`src/rtl/gemm_pkg.sv`:
```
// Shared definitions for the GEMM processing elements: mode encodings, FSM states,
// default widths and the saturating/wrapping add used by the MAC datapaths.
package gemm_pkg;

  localparam int unsigned DefDataWidth = 8;
  localparam int unsigned DefAccWidth  = 32;
  // Widest accumulator the shared adder supports; sums are formed one bit wider.
  localparam int unsigned MaxAccWidth  = 64;

  localparam logic PE_MODE_OS = 1'b0;
  localparam logic PE_MODE_WS = 1'b1;

  typedef enum logic [1:0] {
    StIdle  = 2'd0,
    StOsRun = 2'd1,
    StWsRun = 2'd2
  } pe_state_e;

  typedef struct packed {
    logic                   ovf;
    logic [MaxAccWidth-1:0] val;
  } sat_res_t;

  // Fits an exact sum into a signed field of 'width' bits: clamp or keep the low bits.
  function automatic sat_res_t sat_add(input logic signed [MaxAccWidth:0] sum,
                                       input int unsigned width,
                                       input logic saturate);
    logic signed [MaxAccWidth:0] max_v;
    logic signed [MaxAccWidth:0] min_v;
    sat_res_t res;
    max_v   = (65'sd1 <<< (width - 1)) - 65'sd1;
    min_v   = -max_v - 65'sd1;
    res.ovf = (sum > max_v) || (sum < min_v);
    res.val = sum[MaxAccWidth-1:0];
    if (saturate && res.ovf) begin
      res.val = (sum > max_v) ? max_v[MaxAccWidth-1:0] : min_v[MaxAccWidth-1:0];
    end
    return res;
  endfunction

endpackage

```
`src/rtl/pe_sat_mac.sv`:
```
// Combinational signed multiply-add: addend + (use_prod ? a*b : 0), saturated or
// wrapped to ACC_WIDTH with an overflow indication.
module pe_sat_mac
  import gemm_pkg::*;
#(
  parameter int unsigned DATA_WIDTH = DefDataWidth,
  parameter int unsigned ACC_WIDTH  = DefAccWidth,
  parameter bit          SATURATE   = 1'b1
) (
  input  logic signed [DATA_WIDTH-1:0] a_i,
  input  logic signed [DATA_WIDTH-1:0] b_i,
  input  logic                         use_prod_i,
  input  logic signed [ACC_WIDTH-1:0]  addend_i,
  output logic signed [ACC_WIDTH-1:0]  sum_o,
  output logic                         ovf_o
);

  logic signed [2*DATA_WIDTH-1:0] a_ext;
  logic signed [2*DATA_WIDTH-1:0] b_ext;
  logic signed [2*DATA_WIDTH-1:0] prod;
  logic signed [MaxAccWidth:0]    prod_wide;
  logic signed [MaxAccWidth:0]    sum_wide;
  sat_res_t                       res;
  logic                           unused_hi;

  always_comb begin
    a_ext     = {{DATA_WIDTH{a_i[DATA_WIDTH-1]}}, a_i};
    b_ext     = {{DATA_WIDTH{b_i[DATA_WIDTH-1]}}, b_i};
    prod      = a_ext * b_ext;
    prod_wide = {{(MaxAccWidth + 1 - 2 * DATA_WIDTH){prod[2*DATA_WIDTH-1]}}, prod};
    sum_wide  = {{(MaxAccWidth + 1 - ACC_WIDTH){addend_i[ACC_WIDTH-1]}}, addend_i};
    if (use_prod_i) begin
      sum_wide = sum_wide + prod_wide;
    end
    res   = sat_add(sum_wide, ACC_WIDTH, SATURATE);
    sum_o = res.val[ACC_WIDTH-1:0];
    ovf_o = res.ovf;
  end

  assign unused_hi = ^res.val[MaxAccWidth-1:ACC_WIDTH];

endmodule

```
`src/rtl/pe_mac_cfg.sv`:
```
// Systolic GEMM PE with output-stationary and weight-stationary dataflows,
// operand forwarding, saturating accumulation and an OS drain chain.
module pe_mac_cfg
  import gemm_pkg::*;
#(
  parameter int unsigned DATA_WIDTH = DefDataWidth,
  parameter int unsigned ACC_WIDTH  = DefAccWidth,
  parameter bit          SATURATE   = 1'b1
) (
  input  logic                         clk,
  input  logic                         reset_n,
  input  logic                         mode,
  input  logic                         start,
  input  logic                         stop,
  input  logic                         clear_acc,
  input  logic                         a_valid_in,
  input  logic signed [DATA_WIDTH-1:0] a_in,
  input  logic signed [DATA_WIDTH-1:0] b_in,
  input  logic                         w_load_in,
  input  logic                         psum_valid_in,
  input  logic signed [ACC_WIDTH-1:0]  psum_in,
  input  logic                         drain_in,
  output logic                         a_valid_out,
  output logic signed [DATA_WIDTH-1:0] a_out,
  output logic signed [DATA_WIDTH-1:0] b_out,
  output logic                         w_load_out,
  output logic                         drain_out,
  output logic                         psum_valid_out,
  output logic signed [ACC_WIDTH-1:0]  psum_out,
  output logic                         ovf_sticky,
  output logic                         busy
);

  pe_state_e                    state_q, state_d;
  logic signed [ACC_WIDTH-1:0]  acc_q, acc_d;
  logic signed [ACC_WIDTH-1:0]  psum_q, psum_d;
  logic signed [DATA_WIDTH-1:0] weight_q, weight_d;
  logic signed [DATA_WIDTH-1:0] a_q, b_q;
  logic                         ovf_q, ovf_d;
  logic                         psum_vld_q, psum_vld_d;
  logic                         busy_q, av_q, wl_q, drain_q;

  logic                         ws_run;
  logic signed [DATA_WIDTH-1:0] mac_b;
  logic signed [ACC_WIDTH-1:0]  mac_addend;
  logic signed [ACC_WIDTH-1:0]  mac_sum;
  logic                         mac_ovf;

  // One adder serves both dataflows: WS adds to the incoming psum, OS to the local acc.
  assign ws_run     = (state_q == StWsRun);
  assign mac_b      = ws_run ? weight_q : b_in;
  assign mac_addend = ws_run ? psum_in : acc_q;

  pe_sat_mac #(
    .DATA_WIDTH(DATA_WIDTH),
    .ACC_WIDTH (ACC_WIDTH),
    .SATURATE  (SATURATE)
  ) u_mac (
    .a_i       (a_in),
    .b_i       (mac_b),
    .use_prod_i(a_valid_in),
    .addend_i  (mac_addend),
    .sum_o     (mac_sum),
    .ovf_o     (mac_ovf)
  );

  always_comb begin
    state_d    = state_q;
    acc_d      = acc_q;
    weight_d   = weight_q;
    ovf_d      = ovf_q;
    psum_d     = psum_q;
    psum_vld_d = 1'b0;
    unique case (state_q)
      StIdle: begin
        if (start) begin
          state_d = (mode == PE_MODE_WS) ? StWsRun : StOsRun;
        end
      end
      StOsRun: begin
        if (drain_in) begin
          // Local drain owns the chain this cycle; a colliding upstream value is lost.
          psum_d     = mac_sum;
          psum_vld_d = 1'b1;
          acc_d      = '0;
          ovf_d      = ovf_q | mac_ovf | psum_valid_in;
        end else begin
          psum_d     = psum_in;
          psum_vld_d = psum_valid_in;
          if (a_valid_in) begin
            acc_d = mac_sum;
            ovf_d = ovf_q | mac_ovf;
          end
        end
        if (stop) begin
          state_d = StIdle;
        end
      end
      StWsRun: begin
        psum_d     = mac_sum;
        psum_vld_d = psum_valid_in | a_valid_in;
        ovf_d      = ovf_q | mac_ovf;
        if (w_load_in) begin
          weight_d = b_in;
        end
        if (stop) begin
          state_d = StIdle;
        end
      end
      default: state_d = StIdle;
    endcase
    if (clear_acc) begin
      acc_d = '0;
      ovf_d = 1'b0;
    end
  end

  always_ff @(posedge clk or negedge reset_n) begin
    if (!reset_n) begin
      state_q    <= StIdle;
      acc_q      <= '0;
      psum_q     <= '0;
      weight_q   <= '0;
      ovf_q      <= 1'b0;
      psum_vld_q <= 1'b0;
      busy_q     <= 1'b0;
      av_q       <= 1'b0;
      a_q        <= '0;
      b_q        <= '0;
      wl_q       <= 1'b0;
      drain_q    <= 1'b0;
    end else begin
      state_q    <= state_d;
      acc_q      <= acc_d;
      psum_q     <= psum_d;
      weight_q   <= weight_d;
      ovf_q      <= ovf_d;
      psum_vld_q <= psum_vld_d;
      busy_q     <= (state_d != StIdle);
      av_q       <= a_valid_in;
      a_q        <= a_in;
      b_q        <= b_in;
      wl_q       <= w_load_in;
      drain_q    <= drain_in;
    end
  end

  assign a_valid_out    = av_q;
  assign a_out          = a_q;
  assign b_out          = b_q;
  assign w_load_out     = wl_q;
  assign drain_out      = drain_q;
  assign psum_valid_out = psum_vld_q;
  assign psum_out       = psum_q;
  assign ovf_sticky     = ovf_q;
  assign busy           = busy_q;

endmodule
```
`config.mk`:
```
export PLATFORM = sky130hd
export DESIGN_NAME = pe_mac_cfg
export DESIGN_NICKNAME = d
export VERILOG_FILES = /design/src/rtl/gemm_pkg.sv /design/src/rtl/pe_sat_mac.sv /design/src/rtl/pe_mac_cfg.sv
export SDC_FILE = /design/constraint.sdc
export NUM_CORES = 1
export LEC_CHECK = 0
export CAP_MARGIN = 10
export CORE_MARGIN = 5
export CORE_UTILIZATION = 37
export CTS_CLUSTER_SIZE = 28
export DETAILED_ROUTE_END_ITERATION = 8
export GPL_ROUTABILITY_DRIVEN = 0
export GPL_TIMING_DRIVEN = 0
export SYNTH_ARGS = -nofsm -noshare
export SYNTH_HDL_FRONTEND = slang
export SYNTH_SLANG_ARGS = --single-unit
```
`constraint.sdc`:
```
create_clock -name clk -period 9.9 [get_ports clk]
set_input_delay 1.98 -clock clk [delete_from_list [all_inputs] [get_ports clk]]
set_output_delay 1.98 -clock clk [all_outputs]
set_load 0.005 [all_outputs]
```
Word-level counts from Yosys, hierarchy flattened --
Index checks and enable logic that the tools add are counted.
Storage, ports and cells: input bits 58, word-level logic and storage cells 54, output and inout bits 54, register bits 96
Operators by class: muxes and demuxes 21, multiply operators 1, $lt $le $gt $ge 2, bitwise logic cells 3, equal/unequal tests 3, reductions and logical operators 11, add/sub/neg operators 1
Operators by type and width (number):
- 32-bit two-way mux | 8
- 65-bit by 32-bit greater-than comparator with 1-bit output (second input constant) | 1
- 65-bit by 32-bit < comparator with 1-bit output (second input constant) | 1
- 65-bit two-way mux | 1
- 32-bit one-hot mux with 2 select lines | 1
- 32-bit by 16-bit adder with 33-bit output | 1
- 8-bit by 8-bit multiplier with 16-bit output | 1
- 8-bit two-way mux | 1
- 2-bit two-way mux | 3
- 2-bit AND reduction | 3
- 2-bit nonzero test | 3
- 3-bit nonzero test | 2
- 1-bit two-way mux | 4
- 4-bit != test (second input constant) | 1
- 1-bit one-hot mux with 2 select lines | 2
- 2-bit one-hot mux with 2 select lines | 1
- 1-bit OR | 3
- 2-bit by 1-bit == test with 1-bit output (second input constant) | 1
- 2-bit == test (second input constant) | 1
- 2-bit zero test | 1
- 2-bit OR reduction | 1
- 1-bit logical OR | 1

Logic depth before layout (Yosys ltp) --
Gate-level depths: netlist of the first run.
word-level depth 12, gate-level depth with buffers 27, depth with buffers taken out 23

Modules after synthesis --
From an unflattened synthesis of the first run, not the netlist that was laid out.
Unflattened totals: cells, all modules 1084, area total of the unflattened synthesis 10610.2 µm²
Modules (own cells, without submodules):
- pe_sat_mac | sequential area each 0.0 µm², cells an instance 661, area an instance 6203.4 µm², instances 1
- pe_mac_cfg | sequential area each 2402.3 µm², cells an instance 423, area an instance 4406.7 µm², instances 1

Worst setup path before layout of the first run --
No wires, ideal clock.
path kind in2reg, start point in b_in[0], end point reg psum_q[21] (netlist: psum_out[21]), library setup time 0.126 ns, data required time 9.774 ns, cell stages on the path 19, setup slack 1.786 ns, path buffers 0, data arrival time 7.988 ns, cells stage by stage mux2_2 -> and2_1 -> inv_1 -> fa_1 -> inv_1 -> fa_1 -> fa_1 -> fa_1 -> fa_1 -> ha_1 -> o21ai_1 -> nor4_4 -> nor2_1 -> o21a_1 -> o31a_1 -> nand2_4 -> nor2_4 -> o31a_1 -> a221o_1
Between the ends: cells in the longest elaborated chain, start to end 9, elaborated cells on any way between the ends 11, classes of those cells add/sub (1); mul (1); order compare (2); mux (6); reduce/logical (1)
Ends and longest elaborated chain:
- start: declaration | RTL line pe_mac_cfg.sv:18 | input logic signed [DATA_WIDTH-1:0] b_in,
- 8-bit two-way mux (*) | RTL line pe_mac_cfg.sv:51 | assign mac_b = ws_run ? weight_q : b_in;
- 8-bit by 8-bit multiplier with 16-bit output (*) | RTL line pe_sat_mac.sv:29 | prod = a_ext * b_ext;
- 32-bit by 16-bit adder with 33-bit output (*) | RTL line pe_sat_mac.sv:33 | sum_wide = sum_wide + prod_wide;
- 65-bit two-way mux (*) | RTL line pe_sat_mac.sv:32 | if (use_prod_i) begin
- 65-bit by 32-bit greater-than comparator with 1-bit output or 65-bit by 32-bit < comparator with 1-bit output (tied branches) | RTL line gemm_pkg.sv:33, gemm_pkg.sv:36
- 32-bit two-way mux or 1-bit logical OR (tied branches) | RTL line gemm_pkg.sv:36, gemm_pkg.sv:33
- 32-bit two-way mux (*) | RTL line gemm_pkg.sv:35 | if (saturate && res.ovf) begin
- 32-bit two-way mux | RTL line pe_mac_cfg.sv:81 | if (drain_in) begin
- 32-bit one-hot mux with 2 select lines (*) | RTL line pe_mac_cfg.sv:74 | unique case (state_q)
- end signal: assignment | RTL line pe_mac_cfg.sv:135 | psum_q <= psum_d;
- end: declaration | RTL line pe_mac_cfg.sv:36 | logic signed [ACC_WIDTH-1:0] psum_q, psum_d;
Every way passes the cells marked *; elsewhere a longest branch is shown, timed or not. A chain may end at the register's enable or synchronous reset.

Worst setup path after layout of the first run --
start point in b_in[2], end point reg acc_q[27]
Between the ends: cells in the longest elaborated chain, start to end 11, elaborated cells on any way between the ends 13, classes of those cells add/sub (1); mul (1); order compare (2); mux (8); reduce/logical (1)
Ends and longest elaborated chain:
- 8-bit two-way mux (*) | RTL line pe_mac_cfg.sv:51
- 8-bit by 8-bit multiplier with 16-bit output (*) | RTL line pe_sat_mac.sv:29
- 32-bit by 16-bit adder with 33-bit output (*) | RTL line pe_sat_mac.sv:33
- 65-bit two-way mux (*) | RTL line pe_sat_mac.sv:32
- 65-bit by 32-bit greater-than comparator with 1-bit output or 65-bit by 32-bit < comparator with 1-bit output (tied branches) | RTL line gemm_pkg.sv:33, gemm_pkg.sv:36
- 32-bit two-way mux or 1-bit logical OR (tied branches) | RTL line gemm_pkg.sv:36, gemm_pkg.sv:33
- 32-bit two-way mux (*) | RTL line gemm_pkg.sv:35
- 32-bit two-way mux (*) | RTL line pe_mac_cfg.sv:90 | if (a_valid_in) begin
- 32-bit two-way mux (*) | RTL line pe_mac_cfg.sv:81
- 32-bit two-way mux (*) | RTL line pe_mac_cfg.sv:74
- 32-bit two-way mux (*) | RTL line pe_mac_cfg.sv:112 | if (clear_acc) begin
- end signal: assignment | RTL line pe_mac_cfg.sv:121 | acc_q <= '0;
- end signal: assignment | RTL line pe_mac_cfg.sv:134 | acc_q <= acc_d;
- end: declaration | RTL line pe_mac_cfg.sv:35 | logic signed [ACC_WIDTH-1:0] acc_q, acc_d;
Every way passes the cells marked *; elsewhere a longest branch is shown, timed or not. The select of a mux whose other input is x is not followed.

==> results.py, run 1 <==
metrics = {
    "outcome": {
        "outcome": "completed",
    },
    "setup_path": {
        "start_kind": "primary input",
        "rrSetupSlack_ps": 720,
        "crit_top_cell": "fa_1",
        "crit_buf_inv": 6,
        "max_stage_delay_ps": 670,
        "critPathTopFamily": "adder cells",
        "criticalPathCategory": "primary input to flip-flop",
        "worstPathArrival_ps": 9480,
        "required_ps": 10130,
        "r2r_cells": 26,
        "worstPathCellList": "clkdlybuf4s50_1, mux2i_2, nand2b_1, inv_1, fa_1, inv_1, fa_1, inv_1, fa_1, fa_1, ha_1, ha_1, a21oi_1, a21boi_0, o21bai_1, nor4_1, a21boi_1, nand4bb_1, buf_6, nand2_1, o21ai_2, buf_2, o21ai_0",
        "startpoint": "b_in[2]",
        "rr_endpoint": "acc_q[27]$_DFFE_PN0P_",
        "rr_startpoint": "state_q[0]$_DFF_PN0_",
        "cpMaxStageDelayCell": "inv_1",
        "end_kind": "flip-flop",
        "path_max_fanout": 14,
    },
    "sta": {
        "slew-limit-headroom_pct": 28.8,
        "rsz0062_at_grt": "false",
        "finClkSkew_ps": 16.9,
        "finalSetupViolCount": 0,
        "maxSlewViolCount": 0,
        "final_hold_viol_count": 0,
        "fin_crit_sh_pct": 93.4,
        "fin_tns_setup_ps": 0,
        "min_period_ps": 9250,
        "fmax_mhz": 108,
        "worst_slew_pin_slew_ps": 1060,
    },
    "placement": {
        "hpwlAfterDp_um": 24300,
        "dp.cells": 1542,
        "io_buffers": 111,
    },
    "global_routing": {
        "grt_overflow": 0,
        "grt_pass1_vias": 8514,
        "gr-usage-all-layers_pct": 19.5,
        "grt_max_degree": 57,
        "antenna_found_initial": 0,
        "grt_pass1_wl_um": 47600,
    },
    "clock_network": {
        "cts_root_buf": "clkbuf_16",
        "cts_tree": "yes",
        "cts_sinks": 96,
        "cts_made_buffers": 9,
        "clk_pin_slew_worst_paths_ps": 80,
        "ctsLongestPathBuffers": 2,
        "cts_hold_buf": 0,
        "clock_latency_ps": 360,
        "htreeDepth": 3,
    },
    "floorplanning": {
        "die_h_um": 177,
        "die_area_um2": 31400,
        "core_um2": 27700,
        "placementRows": 61,
        "start_util_pct": 37.4,
        "fp.dieW_um": 177,
        "io_pins": 112,
    },
    "logic_synthesis": {
        "yosys.area.top_type": "fa_1",
        "synthesis.nets": 1325,
        "synth_cell_types": 65,
        "synth-edff-count": 0,
        "synth_top_area_share_pct": 27.1,
        "syn_inst": 1051,
        "syn_area_per_cell_um2": 9.85,
        "synthTopCellsByArea": "fa_1 27%, dfrtp_1 23%, ha_1 9.2%",
        "ys.flop_type": "dfrtp_1",
        "synth_seq_area_share_pct": 23.2,
        "ys.warnings.count": 0,
        "netlist_area_um2": 10400,
        "async_flop_share_pct": 100,
        "ys_ff_latch": 96,
    },
    "route": {
        "viasPerCell": 5.22,
        "routed_wl_um": 29500,
        "first_pass_iters": 5,
        "drtIter0Drc": 439,
        "ant_nets": 0,
        "wl_per_cell_um": 18.9,
        "vias": 8136,
        "drc": 0,
    },
    "final_layout": {
        "final_util_pct": 44.4,
        "mostFrequentLayoutCells": "140 x fa_1, 123 x inv_1, 110 x clkdlybuf4s50_1",
        "layout-drive-gt1-share_pct": 6.44,
        "final_cells": 1559,
        "multi_input_area_um2": 7300,
        "num-fill-cells": 2687,
        "final_nets": 1450,
        "diodes": 0,
        "seq_area_um2": 2400,
        "layout_commonest_cell": "fa_1",
        "syn2layout_area_growth_pct": 18.8,
    },
    "worst_hold_path": {
        "min_path_type": "flip-flop to flip-flop",
        "hold_depth": 2,
        "min_to": "acc_q[5]$_DFFE_PN0P_",
        "min_from": "acc_q[5]$_DFFE_PN0P_",
    },
    "run": {
        "maxCapViolations": 0,
    },
}
[tightest hold or removal path: stages (launching register included)]
cell and delay [ps]:
dfrtp_1 340, nand2_1 40, o21ai_0 60
[cells by family (layout without fill, tap and decap cells)]
kind of cell	after synthesis	count (layout)	synth area share, %
fa+ha+maj	217	217	36.4
buf+inv	165	295	6.31
flops	96	96	23.2
mux	51	51	5.13
simple gates	261	261	11.9
compound gates	231	231	14.6
xor+xnor	30	30	2.54
[state kept, by name, summed over array words and instances, names as in the netlist]
name            cells
acc_q              32
psum_out           32
a_out               8
b_out               8
weight_q            8
state_q             2
a_valid_out         1
busy                1
drain_out           1
ovf_sticky          1
psum_valid_out      1
w_load_out          1
[what timing repair did]
item | 4_1_cts | 5_1_grt
hold endpoints to repair | 0 | 0
setup buffers | 0 | 1
setup endpoints to repair | 0 | 38
resized for setup | 0 | 2
[layer usage]
metal	global-route usage (%)	wire length (um)	up-vias
met5	0	0	-
met4	5.00	629	0
met3	2.24	1320	32
met2	33.5	14600	204
met1	26.3	13000	4138
li1	-	-	3762
[cell type report]
class                      instances  share of cell area [%]
tap                              378                    3.85
clock buffer                      10                    1.86
timing repair buffer             114                    9.63
buffer                            38                    1.43
clock inverter                     6                   0.417
inverter                         127                    3.91
multi-input combinational        790                    59.4
sequential                        96                    19.5
[Yosys cell counts (4+ instances only)]
library cell and n:
ha_1 76, nor2_1 73, o21a_1 4, a21oi_1 61, o31a_1 5, clkbuf_1 22
nand4_1 8, o22ai_2 9, o21ai_1 5, o21ai_0 70, o21bai_1 9, mux2_2 16
nor2b_1 22, a221oi_1 8, xnor2_1 23, nand2b_1 4, and3_1 11, buf_2 12
xor2_1 7, mux2i_1 35, and2_1 25, a211oi_1 5, o31ai_1 8, a21o_1 11
nand2_1 93, dfrtp_1 96, inv_1 126, fa_1 140, a31oi_1 4, nor3_1 8
nand3_1 7
[worst max path at each step]
stage	endpoint	slack (ps)	cells after the start
2_1_floorplan	psum_out[21]$_DFFE_PN0N_	1790	19
3_3_place_gp	acc_q[14]$_DFFE_PN0P_	50	23
3_5_place_dp	acc_q[27]$_DFFE_PN0P_	-20	23
4_1_cts	acc_q[9]$_DFFE_PN0P_	320	23
5_1_grt	acc_q[25]$_DFFE_PN0P_	70	22
6_report	acc_q[27]$_DFFE_PN0P_	650	23
[per-stage QoR]
step	area (um2)	worst slack, ps	hold WS [ps]
4_1_cts	12300	316	485
5_1_grt	12300	69.0	509
6_report	12300	650	483
3_3_place_gp	11900	50.8	459
3_5_place_dp	12000	-19.5	470
2_1_floorplan	10400	1790	446
Power of run 1 is left out: the tool's default activity adds up to more than one toggle a clock period on the data nets, which glitch-free logic cannot reach.
==> run 2, diff against run 1 <==
==> constraint.sdc (replaced) <==
create_clock -name clk -period 9.9 [get_ports clk]
set_input_delay 1.98 -clock clk [delete_from_list [all_inputs] [get_ports clk]]
set_output_delay 1.98 -clock clk [all_outputs]
set_load 0.05 [all_outputs]
==> results of run 2 <==
The final DEF is identical to that of run 1; final timing and power are the same.
Power of run 2 is left out for the same reason.
